===== config.mk =====
export PLATFORM = sky130hd
export DESIGN_NAME = lcd_bus_decoder
export DESIGN_NICKNAME = d
export VERILOG_FILES = /design/src/rtl/lcd_bus_decoder.sv
export SDC_FILE = /design/constraint.sdc
export NUM_CORES = 1
export LEC_CHECK = 0
export ABC_AREA = 1
export CAP_MARGIN = 40
export CORE_UTILIZATION = 51
export CTS_BUF_LIST = sky130_fd_sc_hd__clkbuf_4 sky130_fd_sc_hd__clkbuf_8 sky130_fd_sc_hd__clkbuf_16
export CTS_CLUSTER_SIZE = 20
export DETAILED_ROUTE_END_ITERATION = 8
export MAX_ROUTING_LAYER = met4
export PLACE_DENSITY = 0.92
export RECOVER_POWER = 50
export SLEW_MARGIN = 20
export SYNTH_ARGS = -nofsm -noshare
export SYNTH_HDL_FRONTEND = slang
export SYNTH_SLANG_ARGS = --single-unit
export TNS_END_PERCENT = 10

===== constraint.sdc =====
create_clock -name clk -period 3.59 [get_ports clk]
set_input_delay 0.8975 -clock clk [delete_from_list [all_inputs] [get_ports clk]]
set_output_delay 0.8975 -clock clk [all_outputs]
set_load 0.03 [all_outputs]

===== src/rtl/lcd_bus_decoder.sv =====
// Passive HD44780 write-bus snooper: reassembles 4-bit nibbles into bytes,
// executes the command subset and shadows the 2x16 display text.
module lcd_bus_decoder (
    input  logic         clk,
    input  logic         reset_n,
    input  logic         lcd_rs,
    input  logic         lcd_rw,
    input  logic         lcd_e,
    input  logic [3:0]   lcd_d,
    output logic [127:0] row_top,
    output logic [127:0] row_bot,
    output logic [6:0]   ddram_addr,
    output logic         four_bit,
    output logic         byte_valid,
    output logic         byte_rs,
    output logic [7:0]   byte_data
);

    localparam int unsigned BUS_W  = 7;
    localparam int unsigned ROW_W  = 128;
    localparam int unsigned ADDR_W = 7;
    localparam logic [ROW_W-1:0] BLANK_ROW = {16{8'h20}};

    typedef enum logic {PH_HI, PH_LO} phase_t;

    // {rs, rw, e, d[3:0]} through a two-flop synchronizer
    logic [BUS_W-1:0] bus_meta;
    logic [BUS_W-1:0] bus_sync;
    logic             e_prev;
    phase_t           phase;
    logic [3:0]       hi_nib;
    logic             dir_up;
    logic             cgram_mode;

    logic             rs_s;
    logic             rw_s;
    logic             e_s;
    logic [3:0]       d_s;
    logic             accept;
    logic             done;
    logic [7:0]       asm_byte;
    logic [6:0]       col_lsb;

    assign rs_s    = bus_sync[6];
    assign rw_s    = bus_sync[5];
    assign e_s     = bus_sync[4];
    assign d_s     = bus_sync[3:0];
    assign accept  = e_prev & ~e_s & ~rw_s;
    // column 0 sits in the top byte of the row vector
    assign col_lsb = {~ddram_addr[3:0], 3'b000};

    // Byte assembly from the current nibble and any latched high nibble
    always_comb begin
        done     = 1'b0;
        asm_byte = 8'h00;
        if (accept) begin
            if (!four_bit) begin
                done     = 1'b1;
                asm_byte = {d_s, 4'h0};
            end else if (phase == PH_LO) begin
                done     = 1'b1;
                asm_byte = {hi_nib, d_s};
            end
        end
    end

    always_ff @(posedge clk or negedge reset_n) begin
        if (!reset_n) begin
            bus_meta   <= '0;
            bus_sync   <= '0;
            e_prev     <= 1'b0;
            phase      <= PH_HI;
            hi_nib     <= 4'h0;
            dir_up     <= 1'b1;
            cgram_mode <= 1'b0;
            row_top    <= BLANK_ROW;
            row_bot    <= BLANK_ROW;
            ddram_addr <= '0;
            four_bit   <= 1'b0;
            byte_valid <= 1'b0;
            byte_rs    <= 1'b0;
            byte_data  <= 8'h00;
        end else begin
            bus_meta   <= {lcd_rs, lcd_rw, lcd_e, lcd_d};
            bus_sync   <= bus_meta;
            e_prev     <= e_s;
            byte_valid <= done;

            if (accept && four_bit) begin
                if (phase == PH_HI) begin
                    hi_nib <= d_s;
                    phase  <= PH_LO;
                end else begin
                    phase  <= PH_HI;
                end
            end

            if (done) begin
                byte_rs   <= rs_s;
                byte_data <= asm_byte;
                if (!rs_s) begin
                    if (asm_byte[7:4] == 4'b0010) begin
                        four_bit <= 1'b1;
                        phase    <= PH_HI;
                    end
                    if (asm_byte[7]) begin
                        ddram_addr <= asm_byte[6:0];
                        cgram_mode <= 1'b0;
                    end else if (asm_byte[6]) begin
                        cgram_mode <= 1'b1;
                    end else if (asm_byte[7:1] == 7'b0000001) begin
                        ddram_addr <= '0;
                        cgram_mode <= 1'b0;
                    end else if (asm_byte == 8'h01) begin
                        row_top    <= BLANK_ROW;
                        row_bot    <= BLANK_ROW;
                        ddram_addr <= '0;
                        dir_up     <= 1'b1;
                        cgram_mode <= 1'b0;
                    end else if (asm_byte[7:2] == 6'b000001) begin
                        dir_up <= asm_byte[1];
                    end
                end else if (!cgram_mode) begin
                    // address advances even when outside both visible windows
                    if (ddram_addr[6:4] == 3'b000) begin
                        row_top[col_lsb +: 8] <= asm_byte;
                    end else if (ddram_addr[6:4] == 3'b100) begin
                        row_bot[col_lsb +: 8] <= asm_byte;
                    end
                    ddram_addr <= dir_up ? ddram_addr + ADDR_W'(1) : ddram_addr - ADDR_W'(1);
                end
            end
        end
    end

endmodule


==> metrics.md <==
| Metric | Value |
|---|---|
| Critical R2R Launch | `ddram_addr[0]` |
| Switch share | `between 30% and 40%` |
| Final hold vios | `0` |
| Avg Cell Area, Syn | `8.31 um^2` |
| Initial Util | `~52%` |
| Largest net degree at the start of global routing | `about 140` |
| # nets final | `1,870` |
| Root buffer cell | `clkbuf_16` |
| Async set or reset register ratio after synthesis | `100%` |
| Final HPWL DP | `28.4 mm` |
| Post-DRT Antenna Nets | `0` |
| Worst Clk Skew | `between 0.01 and 0.015 ns` |
| Die ar. | `approximately 26,000 um^2` |
| Core Box Area | `roughly 25,000 um^2` |
| CTS Hold Bufs | `0` |
| I/O pin cnt | `283` |
| Die Ht | `162 um` |
| Wirelength per Cell | `between 15 and 20 um` |
| Unrepaired setup endpoints after global routing | `false` |
| Met2 usage | `approximately half` |
| Synth Warn # | `0` |
| Clock slew at reported path FFs | `0.06 ns` |
| Final setup fails | `0` |
| Seq/Total Area, Yosys | `56.9%` |
| Post-synth top flop | `dfrtp_1` |
| Yosys top cell area share | `around 50%` |
| Worst Max-Slew Pin Slew | `2.97 ns` |
| Design area | `17,100 um^2` |
| Post-route minimum period | `3.22 ns` |
| Worst Reg-to-Reg Cells | `9` |
| Routed wire length | `41.9 mm` |
| GRT met3 Usage | `roughly 5.4%` |
| Relative slew slack | `-98.2%` |
| First-pass GRT wire length | `65.0 mm` |
| GPL Wtd Cong | `slightly below 1` |
| CP startpoint kind | `register` |
| Antenna cell count | `0` |
| Worst VDD drop | `373 uV` |
| Die W | `162 um` |
| CTS Buffer Depth | `3` |
| CP max FO | `21` |
| Max Fclk | `~310 MHz` |
| Hold depth | `0` |
| GRT overflow | `0` |
| # port buffers | `~280` |
| Post-Syn Instances | `1,576` |
| Hold Path Class | `reg2reg` |
| Yosys top cell by area | `dfrtp_1` |
| Comb pwr share | `20.2%` |
| CP endpoint kind | `register` |
| Worst flop-to-flop path endpoint | `row_top[65]` |
| Post-Place Cell Area | `roughly 16,000 um^2` |
| Worst hold start | `bus_meta[5]` |
| Row count | `58` |
| Synth Register Bits | `296` |
| Mapped Nets | `1,595` |
| Skew-Pair Late Insertion Delay | `approximately 0.54 ns` |
| Drt pass-1 iters | `7` |
| Tot GR Track Use | `between 30% and 40%` |
| Via count | `around 12,000` |
| Total setup buffers inserted after CTS | `0` |
| Final worst path period share | `between 80% and 90%` |
| Final Max Tran Viols | `approximately 50` |
| Post-route DRC | `0` |
| NetSw | `2.68 mW` |
| Ranking of synthesized cells by area | `dfrtp_1 (50%), nand2_1 (24%), dfstp_2 (6.6%), nor2_1 (4.0%), nand3_1 (2.5%)` |
| CTS tree | `yes` |
| Flop pwr share | `43.5%` |
| Req. time, crit path | `4.06 ns` |
| M1 GR Usage | `42.5%` |
| Area grow syn2layout | `30.9%` |
| Vias in the first global route | `approximately 12,000` |
| Failing checks | `capacitance limit, slew limit` |
| Via density | `~5.6` |
| GRT busiest layer | `met2` |
| Post-synth top cells | `nand2_1 (846), dfrtp_1 (263), nor2_1 (140)` |
| Post-synthesis cell area | `roughly 13,000 um^2` |
| Clock group share of total power | `36.3%` |
| CTS Buf Count | `29` |
| DRT iter0 DRCs | `1,590` |
| Initial antenna violation count | `0` |
| Worst EP arrival | `about 3.7 ns` |
| Synth unique cells | `39` |
| Worst reg-to-reg setup slack | `0.37 ns` |
| Share of cells above drive strength 1 | `7.74%` |
| Cts repair resizes | `0` |
| Clk sinks | `296` |
| Maxcap violations | `1` |
| Total power per unit cell area | `approximately 500 nW/um^2` |
| Internal power | `roughly 6 mW` |
| Level count of the clock H-tree | `1` |
| Cell with the most instances after synthesis | `nand2_1` |
| EDFF count, synth | `0` |
| Critical path class | `reg2reg` |
| Pleak | `9.03 nW` |
| Status | `finished with violations` |
| WHS Endpoint | `bus_sync[5]` |
| Setup_tns | `0 ns` |
[area by class of cell]
class                           count  area [um^2]
Fill cell                        1844         8040
Sequential cell                   296         7450
Multi-Input combinational cell   1186         5100
Timing Repair Buffer              298         3030
Clock buffer                       46          897
Tap cell                          330          413
Inverter                           40          150
Clock inverter                      7          110
[worst max-delay path: stages, from the launching register on]
cell	delay (ns)
dfrtp_1	0.74
inv_1	0.13
ha_1	0.32
buf_4	0.25
clkinv_1	0.45
nand3_1	0.50
nand2_1	0.20
nand4_1	0.34
nand2_1	0.12
nand2_1	0.09
[worst max path at each step]
stage / from / end / slack (ns) / cells after the start
after global placement: four_bit / row_top[13] / 0.42 / 11
after detailed placement: four_bit / row_top[76] / 0.26 / 11
after global routing: reset_n / row_bot[100] / 0.08 / 2
after CTS: four_bit / row_top[78] / 0.21 / 11
after floorplan: ddram_addr[0] / row_bot[100] / 0.88 / 11
final: ddram_addr[0] / row_top[65] / 0.37 / 9
[placed cells by master (no fill, tap or decap), types with 4 or more instances in the layout]
cell type | Yosys | final
clkbuf_8 | 0 | 7
a21oi_1 | 13 | 14
clkbuf_16 | 0 | 29
nor3_1 | 4 | 4
nand4_1 | 45 | 45
nor2_1 | 140 | 141
buf_4 | 17 | 10
clkinv_2 | 0 | 4
ha_1 | 9 | 9
o21ai_1 | 7 | 7
clkdlybuf4s50_1 | 0 | 170
nand3_1 | 65 | 65
dfrtp_1 | 263 | 262
nand2_2 | 4 | 4
clkbuf_4 | 0 | 10
nand4_2 | 18 | 18
o21ai_0 | 9 | 9
buf_12 | 0 | 4
dfstp_2 | 33 | 33
dlygate4sd3_1 | 0 | 111
inv_1 | 30 | 30
inv_2 | 7 | 7
nand2_1 | 846 | 846
[per-layer routing]
metal | vias to the layer above | wire, um
met1 | 5907 | 16000
met4 | 0 | 2090
met3 | 168 | 4270
met5 | - | 0
li1 | 5523 | -
met2 | 791 | 19500
[power groups by stage]
stage | registers [mW] | clock network [mW] | logic [mW]
2_1_floorplan | 4.13 | 0 | 0.782
3_3_place_gp | 3.85 | 0 | 1.69
3_5_place_dp | 3.86 | 0 | 1.74
4_1_cts | 3.80 | 3.21 | 1.75
5_1_grt | 3.83 | 3.35 | 1.89
6_report | 3.81 | 3.18 | 1.76
[flip-flops by register name, summed over array words and instances, names as in the netlist, 4 cells and up]
register    cells
bus_sync        7
hi_nib          4
byte_data       8
row_bot       128
row_top       128
ddram_addr      7
bus_meta        7
[kinds of logic after synthesis]
group	after synthesis	synth area share, %
fa+ha+maj	10	1.01
buf+inv	94	4.01
xor+xnor	4	0.325
mux	2	0.172
compound gates	37	1.60
simple gates	1133	36.0
flops	296	56.9
[stage by stage]
step | total power [mW] | hold WS, ns | setup WS [ns] | utilization, % | instances
after floorplan | 4.92 | 0.331 | 0.880 | - | 1576
after global placement | 5.54 | 0.334 | 0.418 | 64.0 | 2147
after detailed placement | 5.59 | 0.335 | 0.259 | 64.1 | 2148
after CTS | 8.76 | 0.267 | 0.205 | 68.1 | 2201
after global routing | 9.07 | 0.369 | 0.0782 | 68.1 | 2203
final | 8.76 | 0.345 | 0.367 | 68.1 | 2203
Power figures use the tool's default switching activity.
